## src/rtl/datareg_pkg.sv

```systemverilog
// datareg_pkg: shared width, FSM encoding and requester index type for datareg_arbiter
package datareg_pkg;
  localparam int DATA_WIDTH = 16;
  typedef enum logic {IDLE = 1'b0, LOCKED = 1'b1} state_e;
  typedef logic [1:0] idx_t;
  function automatic idx_t idx_inc(idx_t i, int n);
    return (i == idx_t'(n - 1)) ? '0 : i + 2'd1;
  endfunction
endpackage

```

## src/rtl/datareg_arbiter_rr_picker.sv

```systemverilog
// rr_picker: combinational round-robin search of req starting at ptr, wrapping at NREQ
// Ports: req (request vector), ptr (search start), win (winner index), found (any request)
module rr_picker
  import datareg_pkg::*;
#(
  parameter int NREQ = 4
) (
  input  logic [NREQ-1:0] req,
  input  idx_t            ptr,
  output idx_t            win,
  output logic            found
);
  logic [3:0] r4;
  always_comb begin
    r4 = '0;
    r4[NREQ-1:0] = req;
    win = '0;
    found = 1'b0;
    // scan farthest-first so the nearest hit to ptr is the last one written
    for (int k = NREQ - 1; k >= 0; k--) begin
      int j;
      j = int'(ptr) + k;
      if (j >= NREQ) j -= NREQ;
      if (r4[j[1:0]]) begin
        win = j[1:0];
        found = 1'b1;
      end
    end
  end
endmodule

```

## src/rtl/datareg_arbiter.sv

```systemverilog
// datareg_arbiter: round-robin write arbiter owning the shadow value driven into DataReg16b.data_in
// Ports: clock, reset_n (async active-low), req/lock/wdata per requester in;
//        gnt (registered one-hot), reg_data (to DataReg16b.data_in), owner, busy, lock_abort out.
// Optional locked bursts enabled by defining DATAREG_ARB_LOCK_EN.
module datareg_arbiter
  import datareg_pkg::*;
#(
  parameter int NREQ     = 4,
  parameter int WIDTH    = DATA_WIDTH,
  parameter int MAX_LOCK = 8
) (
  input  logic                  clock,
  input  logic                  reset_n,
  input  logic [NREQ-1:0]       req,
  input  logic [NREQ-1:0]       lock,
  input  logic [NREQ*WIDTH-1:0] wdata,
  output logic [NREQ-1:0]       gnt,
  output logic [WIDTH-1:0]      reg_data,
  output logic [1:0]            owner,
  output logic                  busy,
  output logic                  lock_abort
);
  logic [NREQ-1:0]  gnt_q;
  logic [WIDTH-1:0] data_q;
  idx_t             owner_q, ptr_q, win;
  logic             found;
  rr_picker #(.NREQ(NREQ)) u_pick (.req(req), .ptr(ptr_q), .win(win), .found(found));
  assign gnt = gnt_q;
  assign reg_data = data_q;
  assign owner = owner_q;
`ifdef DATAREG_ARB_LOCK_EN
  localparam int CW = $clog2(MAX_LOCK + 1);
  state_e        state_q;
  logic [CW-1:0] cnt_q;
  logic          abort_q;
  logic          hold;
  assign hold = req[owner_q] && lock[owner_q];
  assign busy = state_q == LOCKED;
  assign lock_abort = abort_q;
  always_ff @(posedge clock or negedge reset_n)
    if (!reset_n) begin
      state_q <= IDLE;
      cnt_q <= '0;
      abort_q <= 1'b0;
      gnt_q <= '0;
      data_q <= '0;
      owner_q <= '0;
      ptr_q <= '0;
    end else begin
      abort_q <= 1'b0;
      if (state_q == IDLE) begin
        gnt_q <= found ? (NREQ'(1) << win) : '0;
        if (found) begin
          data_q <= wdata[win*WIDTH +: WIDTH];
          owner_q <= win;
          ptr_q <= idx_inc(win, NREQ);
        end
        if (found && lock[win]) begin
          state_q <= LOCKED;
          cnt_q <= CW'(1);
        end
      end else if (hold && cnt_q < CW'(MAX_LOCK)) begin
        gnt_q <= NREQ'(1) << owner_q;
        data_q <= wdata[owner_q*WIDTH +: WIDTH];
        cnt_q <= cnt_q + CW'(1);
      end else begin
        // ptr already points past owner since lock entry, so release needs no pointer update
        state_q <= IDLE;
        gnt_q <= '0;
        cnt_q <= '0;
        abort_q <= hold;
      end
    end
`else
  logic unused_lock;
  assign unused_lock = ^lock ^ (MAX_LOCK > 0);
  assign busy = 1'b0;
  assign lock_abort = 1'b0;
  always_ff @(posedge clock or negedge reset_n)
    if (!reset_n) begin
      gnt_q <= '0;
      data_q <= '0;
      owner_q <= '0;
      ptr_q <= '0;
    end else begin
      gnt_q <= found ? (NREQ'(1) << win) : '0;
      if (found) begin
        data_q <= wdata[win*WIDTH +: WIDTH];
        owner_q <= win;
        ptr_q <= idx_inc(win, NREQ);
      end
    end
`endif
endmodule

```

## config.mk

```make
export PLATFORM = sky130hd
export DESIGN_NAME = datareg_arbiter
export DESIGN_NICKNAME = d
export VERILOG_FILES = /design/src/rtl/datareg_pkg.sv /design/src/rtl/datareg_arbiter_rr_picker.sv /design/src/rtl/datareg_arbiter.sv
export SDC_FILE = /design/constraint.sdc
export NUM_CORES = 1
export LEC_CHECK = 0
export CORE_MARGIN = 3
export CORE_UTILIZATION = 40
export CTS_CLUSTER_DIAMETER = 200
export DETAILED_ROUTE_END_ITERATION = 10
export GPL_TIMING_DRIVEN = 0
export PLACE_DENSITY = 0.87
export SLEW_MARGIN = 30
export SYNTH_ARGS = -nofsm -noshare
export SYNTH_HDL_FRONTEND = slang
export SYNTH_SLANG_ARGS = --single-unit
```

## constraint.sdc

```tcl
create_clock -name clock -period 4.4 [get_ports clock]
set_clock_uncertainty 0.1 [all_clocks]
set_input_delay 0.66 -clock clock [delete_from_list [all_inputs] [get_ports clock]]
set_output_delay 0.66 -clock clock [all_outputs]
set_load 0.05 [all_outputs]
```

==> qor.log <==
[yosys] dominant combinational cell family by area after synthesis compound AO/OA/AOI/OAI gates
[floorplanning] Cell Rows 22
[final_layout] number of diodes 0
[grt] initial antenna violation count 0
[clocking] maximum number of buffers from clock root to sink 2
[clocking] CTS tree built
[setup_path] reg2reg setup slack 2.32 ns
[sta] relative slew slack 0.5661
[setup_path] nature of the critical path endpoint register
[sta] Peak Freq 404.3 MHz
[outcome] outcome completed
[setup_path] crit path cell chain clkdlybuf4s50_1 -> nand2_1 -> a21o_1 -> buf_2 -> clkbuf_1 -> a21boi_0 -> a211oi_2 -> a211oi_2
[sta] number of pins exceeding their max-slew limit in the final report 0
[setup_path] endpoint of the worst register-to-register path reg_data[13]
[final_layout] final non-filler cell total 291
[setup_path] type of the worst setup path input pin to register
[clocking] total clock buffers created by CTS 3
[setup_path] worst-case reg-to-reg path depth 6
[yosys] synth unique cells 29
[grt] via count of the first global-routing pass 1,472
[setup_path] worst reg2reg startpoint ptr_q[0]
[yosys] synthesized area per cell 10.42 um^2
[final_layout] fraction of final layout cells with drive strength greater than 1 0.1481
[sta] hold violation total from the final report 0
[floorplanning] Die Ht 68.31 um
[detailed_routing] total routed wirelength 4.390 mm
[grt] largest net degree at the start of global routing 25
[setup_path] Most common cell on crit path sky130_fd_sc_hd__a211oi_2
[yosys] number of synthesized register bits 24
[clocking] cts hold-fix bufs 0
[setup_path] sort of element at the start of the critical path input pin
[detailed_routing] Residual DRC 0
[yosys] instance count of the mapped netlist 149
[yosys] synthesized-area fraction occupied by xor and xnor cells 0
[detailed_routing] Routed wire per std cell 15.09 um
[clocking] CTS clock-pin slew for the worst setup and hold paths 0.08 ns
[detailed_routing] DR pass1 iterations 4
[clocking] clk_lat worst skew 0.25 ns
[min_path] type of the most critical hold path input pin to asynchronous set/reset pin
[yosys] multiplexer share of the synthesized area 0.1120
[setup_path] Critical Path Slowest Stage Cell sky130_fd_sc_hd__clkdlybuf4s50_1
[detailed_routing] Iteration-0 DRC Markers 57
[setup_path] arrival time at the worst endpoint 2.48 ns
[yosys] Simple-Gate Fraction of Synth Area 0.1007
[setup_path] Crit Path Max Fanout 10
[yosys] Post-Synth Adder-Cell Area 0
[detailed_routing] average vias per placed instance 5.141
[sta] unrepaired setup endpoints after global routing false
[grt] grt total ovfl 0
[clocking] clock root buffer master sky130_fd_sc_hd__clkbuf_8
[place] Post-Place Cells 288
[grt] GRT Resource Usage Total 0.2013
[detailed_routing] remaining number of nets flagged by the antenna check after routing 0
[sta] final critical-path share of the clock period 0.5622
[clocking] post-CTS repair timing setup buffer count 0
[floorplanning] core area 3689 um^2
[place] Detail Placement HPWL 3.457 mm
[setup_path] startpoint of the most critical setup path req[0]
[final_layout] post-route core utilization 0.6923
[sta] Worst Max-Slew Pin Slew 0.6509 ns
[sta] Final Critical Period 2.474 ns
[setup_path] data required time of the critical path 4.41 ns
[final_layout] fillers 309
[yosys] count of synthesis-stage warnings from yosys 0
[power_and_ir_drop] reported leakage power 1.026 nW
[flow_run] max_cap viols 0
[sta] Setup TNS Final 0 ns
[place] # port buffers 90
[floorplanning] initial core utilization 0.4210
[power_and_ir_drop] Max rail drop VDD 264.4 uV
[setup_path] largest stage delay on the critical path 0.51 ns
[yosys] total standard cell area after synthesis 1553 um^2
[floorplanning] I/O Pins 98
[power_and_ir_drop] total power divided by cell area 580.1 nW/um^2
[yosys] sequential cell area fraction in the yosys report 0.3868
[clocking] number of sinks driven by the clock tree 24
[sta] final setup violation count 0
[final_layout] NumNets Final 319
[final_layout] Synth-to-Final Area Change 64.46%
[floorplanning] chip width 68.31 um
[place] GPL Wtd Cong 0.6904
[grt] wire length of the first global-routing pass 7.065 mm
[clocking] level count of the clock H-tree 1
[yosys] complex-gate fraction of the synthesized area 0.3328
[floorplanning] full die area 4666 um^2
[clocking] CTS resizes 0
[detailed_routing] detailed-route via count 1,496
## how the worst max path moves through the flow
stage                         endpoint  slack (ns)  cells after the start
after global placement    reg_data[13]        1.67                      8
final                      reg_data[8]        1.93                      8
after floorplan           reg_data[10]        2.32                      8
after CTS                  reg_data[8]        1.91                      8
after global routing       reg_data[8]        1.77                      8
after detailed placement  reg_data[13]        1.66                      8
## flip-flops by register name, indices dropped and copies added, names as in the netlist
signal,count
reg_data,16
owner,2
ptr_q,2
gnt,4
## worst max-delay path, delay by kind of cell
kind                   cells  cell delay, ns
AND/OR/NAND/NOR            1            0.11
buffers and inverters      3            1.08
AO/OA/AOI/OAI              4            0.63
## layout by cell type, fill, tap and decap left out
master	n
sky130_fd_sc_hd__clkdlybuf4s50_1	89
sky130_fd_sc_hd__dfrtp_1	24
sky130_fd_sc_hd__nor2_1	20
sky130_fd_sc_hd__mux2i_1	16
sky130_fd_sc_hd__a211oi_2	16
sky130_fd_sc_hd__a211oi_1	16
sky130_fd_sc_hd__a21boi_0	13
sky130_fd_sc_hd__nand2_1	7
sky130_fd_sc_hd__buf_2	6
sky130_fd_sc_hd__buf_4	4
sky130_fd_sc_hd__a21oi_1	3
sky130_fd_sc_hd__and2_1	3
sky130_fd_sc_hd__a21boi_1	3
sky130_fd_sc_hd__clkbuf_8	3
sky130_fd_sc_hd__o22ai_1	2
sky130_fd_sc_hd__clkbuf_1	2
sky130_fd_sc_hd__conb_1	2
sky130_fd_sc_hd__inv_1	1
sky130_fd_sc_hd__o21a_1	1
sky130_fd_sc_hd__a21o_1	1
sky130_fd_sc_hd__mux2i_2	1
sky130_fd_sc_hd__nor3b_2	1
sky130_fd_sc_hd__a21oi_4	1
sky130_fd_sc_hd__buf_6	1
sky130_fd_sc_hd__buf_12	1
sky130_fd_sc_hd__nor2_2	1
sky130_fd_sc_hd__nand2_4	1
sky130_fd_sc_hd__o22a_1	1
sky130_fd_sc_hd__buf_1	1
sky130_fd_sc_hd__nor4_1	1
sky130_fd_sc_hd__a211o_1	1
## final cells by class
cell class	instances	area, um^2	area share
plain buffers	14	97.59	0.03822
clock buffers	3	41.29	0.01617
inverters	1	3.754	0.001470
multi-input cells	111	854.6	0.3346
flip-flops and latches	24	600.6	0.2352
well taps	48	60.06	0.02352
repair buffers	90	895.9	0.3508
## metrics by stage
stage | power, W | instance area, um^2 | hold WS, ns | setup slack, ns
after floorplan | 0.001034 | 1556 | 0.2644 | 2.324
after global placement | 0.001350 | 2517 | 0.3645 | 1.671
after detailed placement | 0.001366 | 2512 | 0.3726 | 1.656
after CTS | 0.001491 | 2554 | 0.2991 | 1.914
after global routing | 0.001564 | 2554 | 0.3237 | 1.765
final | 0.001481 | 2554 | 0.2861 | 1.926
## metal layers
layer / track usage / vias up / part of all wire
li1: - / 735 / -
met1: 0.2642 / 697 / 0.42
met2: 0.3442 / 62 / 0.49
met3: 0.04433 / 2 / 0.084
met4: 0.02978 / 0 / 0.0039
met5: 0 / - / 0
## Yosys cell counts, drive strengths merged
cell type  number  share of area
a211oi         32           0.21
dfrtp          24           0.39
nor2           21          0.052
mux2i          17           0.11
a21boi         16          0.077
buf            12          0.058
nand2           8          0.024
a21oi           4          0.020
and2            3          0.012
clkbuf          2         0.0048
o22ai           2         0.0081
a211o           1         0.0056
a21o            1         0.0048
conb            1         0.0024
inv             1         0.0024
nor3b           1         0.0081
nor4            1         0.0040
o21a            1         0.0048
o22a            1         0.0056
## logic make-up (layout without fill, tap and decap cells)
group / Yosys count / after routing
compound gates: 58 / 58
simple gates: 34 / 34
flops: 24 / 24
mux: 17 / 17
buf+inv: 15 / 108
other cells: 1 / 2
## power breakdown
| part | switching, W | total, W | leakage [nW] | internal, W |
|---|---|---|---|---|
| Clock | 0.0000637 | 0.000125 | 0.0216 | 0.0000610 |
| Combinational | 0.000610 | 0.000989 | 0.725 | 0.000380 |
| Sequential | 0.0000505 | 0.000367 | 0.280 | 0.000317 |
Power figures use the tool's default switching activity.
==> RTL edit: new RTL, config.mk and constraints unchanged <==
Change the package constant `DATA_WIDTH` from 16 to 14.
--- a/src/rtl/datareg_pkg.sv
+++ b/src/rtl/datareg_pkg.sv
@@ -1,6 +1,6 @@
 // datareg_pkg: shared width, FSM encoding and requester index type for datareg_arbiter
 package datareg_pkg;
-  localparam int DATA_WIDTH = 16;
+  localparam int DATA_WIDTH = 14;
   typedef enum logic {IDLE = 1'b0, LOCKED = 1'b1} state_e;
   typedef logic [1:0] idx_t;
   function automatic idx_t idx_inc(idx_t i, int n);
Ports: changed (resized reg_data and wdata); port bits go from 98 to 88. The function was not compared with the original's and may differ.
==> RTL edit against the unedited design <==
- worst hold slack worse by 0.029 ns
- sequential share of layout area is 0.46 points lower
- cell area is 6.5% lower
- via count is 1.8% lower
- critical endpoint is now reg_data[2]
- routed wire length is 1.6% lower
- area after synthesis is 4.4% lower
- first-iteration DRC count is 19% lower
- global-route usage is 0.22 points higher
- count of clock-buffer cells in the layout is 1 higher
- critical path type unchanged
- core utilization is 0.12 points higher
- setup slack better by 0.12 ns
- power is 15% lower
- sequential cell count is 2 lower
==> RTL edit: results (changes against the unedited design) <==
Run status
  – Outcome: finished clean (unchanged)

Drt
  – Drt total wl: 4320 microns (was 4390 microns)
  – First-pass DRT Iterations: 4 (unchanged)
  – Vias: 1469 (was 1496)
  – Initial DRC count: 46 (was 57)

Critical path
  – FF-to-FF Start: ptr_q[1] (was ptr_q[0])
  – Critical path launch point: req[2] (was req[0])
  – Flop2flop setup slack: 2.49 ns (was 2.32 ns)
  – Worst reg2reg path depth: 6 (unchanged)
  – Max FO, Critical Path: 10 (unchanged)
  – Setup CP Type: input pin to flip-flop (unchanged)
  – Reg-to-reg endpoint: reg_data[2] (was reg_data[13])
  – Worst EP arrival: 2.39 ns (was 2.48 ns)

Clock network
  – Post-CTS Resized: 0 (unchanged)
  – Longest Clk Path Bufs: 2 (unchanged)
  – Root Buffer: clkbuf_8 (unchanged)
  – Total CTS buffers: 3 (unchanged)
  – Htree depth: 1 (unchanged)
  – Clk pin slew, worst setup/hold paths: 0.08 ns (about the same)
  – Postcts setup bufs: 0 (unchanged)
  – Worst-Skew Late Latency: 0.26 ns

Placed design
  – Port bufs: 79 (was 90)
  – Final HPWL DP: 3300 microns (was 3460 microns)
  – Final Wtd Congestion: 0.749 (was 0.690)

Global route
  – First-pass GRT wire length: 7050 microns (was 7070 microns)
  – Largest net degree at the start of global routing: 23 (was 25)
  – Total track usage: 20.3% (was 20.1%)
  – Vias in the first global route: 1582 (was 1472)
  – Antenna violations before repair: 0 (unchanged)

Finish
  – Number of flip-flops in the largest register: 14 (was 16)
  – Fillcell total: 291 (was 309)
  – Layout cells sized above 1: 17.4% (was 14.8%)
  – # diodes: 0 (unchanged)
  – Nets: 303 (was 319)

Synth
  – Netlist cell types: 34 (was 29)
  – Ys Warns: 0 (unchanged)
  – Top_reg_cell synth: dfrtp_1 (unchanged)
  – Ys async rst share: 100% (unchanged)
  – Top cells by area, synth: dfrtp_1 (37%), mux2i_1 (9.4%), a21bo_2 (7.4%), o211ai_2 (5.9%), nand3_1 (4.7%) (was dfrtp_1 (39%), a211oi_2 (13%), mux2i_1 (10%), a211oi_1 (7.7%), a21boi_0 (6.3%))
  – Seq/Total Area, Yosys: 37.1% (was 38.7%)
  – Top cells by count, synth: dfrtp_1 (22), nand2_1 (16), mux2i_1 (14), nand3_1 (14), o21ai_0 (14) (was dfrtp_1 (24), nor2_1 (20), a211oi_1 (16), a211oi_2 (16), mux2i_1 (16))

Power and ir drop
  – Pleak: 1.01 nW (was 1.03 nW)
  – VDD IR max: 0.413 mV (was 0.264 mV)

STA
  – Worst hold slack: 0.257 ns (was 0.286 ns)
  – Slew margin rel.: 49.2% (was 56.6%)

Worst hold path
  – Min-Delay Path Class: input pin to async pin (unchanged)
==> RTL edit: worst max-delay path, stage by stage <==
cell and delay, ns:
clkdlybuf4s50_1 0.59, nand2b_1 0.12, nand2b_1 0.09, a21oi_1 0.06
o22ai_1 0.44, buf_4 0.31, o211ai_1 0.12
==> RTL edit: final cells by class <==
cell class / count / area [sq um] / share of cell area (%)
clock buffer: 4 / 55.1 / 2.31
inverter: 3 / 11.3 / 0.472
multi-input combinational: 116 / 837 / 35.1
buffer: 12 / 90.1 / 3.77
sequential: 22 / 551 / 23.1
timing repair buffer: 79 / 786 / 32.9
tap: 46 / 57.6 / 2.41
==> RTL edit: metrics by stage <==
| step | std cells | setup WS [ns] | utilization [%] | instance area [sq um] | total power [mW] |
|---|---|---|---|---|---|
| floorplan | 153 | 2.39 | - | 1490 | 0.853 |
| global placement | 278 | 1.76 | 67.9 | 2340 | 1.10 |
| detailed placement | 278 | 1.72 | 67.8 | 2330 | 1.11 |
| CTS | 282 | 2.02 | 69.4 | 2390 | 1.26 |
| global route | 282 | 1.89 | 69.4 | 2390 | 1.32 |
| finish | 282 | 2.04 | 69.4 | 2390 | 1.26 |
==> RTL edit: where the power goes <==
part	internal, mW	switching [mW]	total, mW
clock network	0.0798	0.0658	0.146
registers	0.276	0.0464	0.323
logic	0.325	0.464	0.789
==> RTL edit: layer usage <==
layer	part of all wire, %	track usage, %	routed length, microns
met3	8.2	4.89	356
met5	0	0	0
met2	50	34.9	2150
met1	41	25.4	1780
met4	0.79	5.06	34
==> RTL edit: kinds of logic after synthesis <==
| group | Yosys count | synth area share (%) |
|---|---|---|
| other | 1 | 0.252 |
| AOI/OAI and AO/OA | 55 | 30.1 |
| DFF | 22 | 37.1 |
| buffers and inverters | 15 | 6.82 |
| muxes | 15 | 10.4 |
| and+or+nand+nor | 44 | 15.3 |
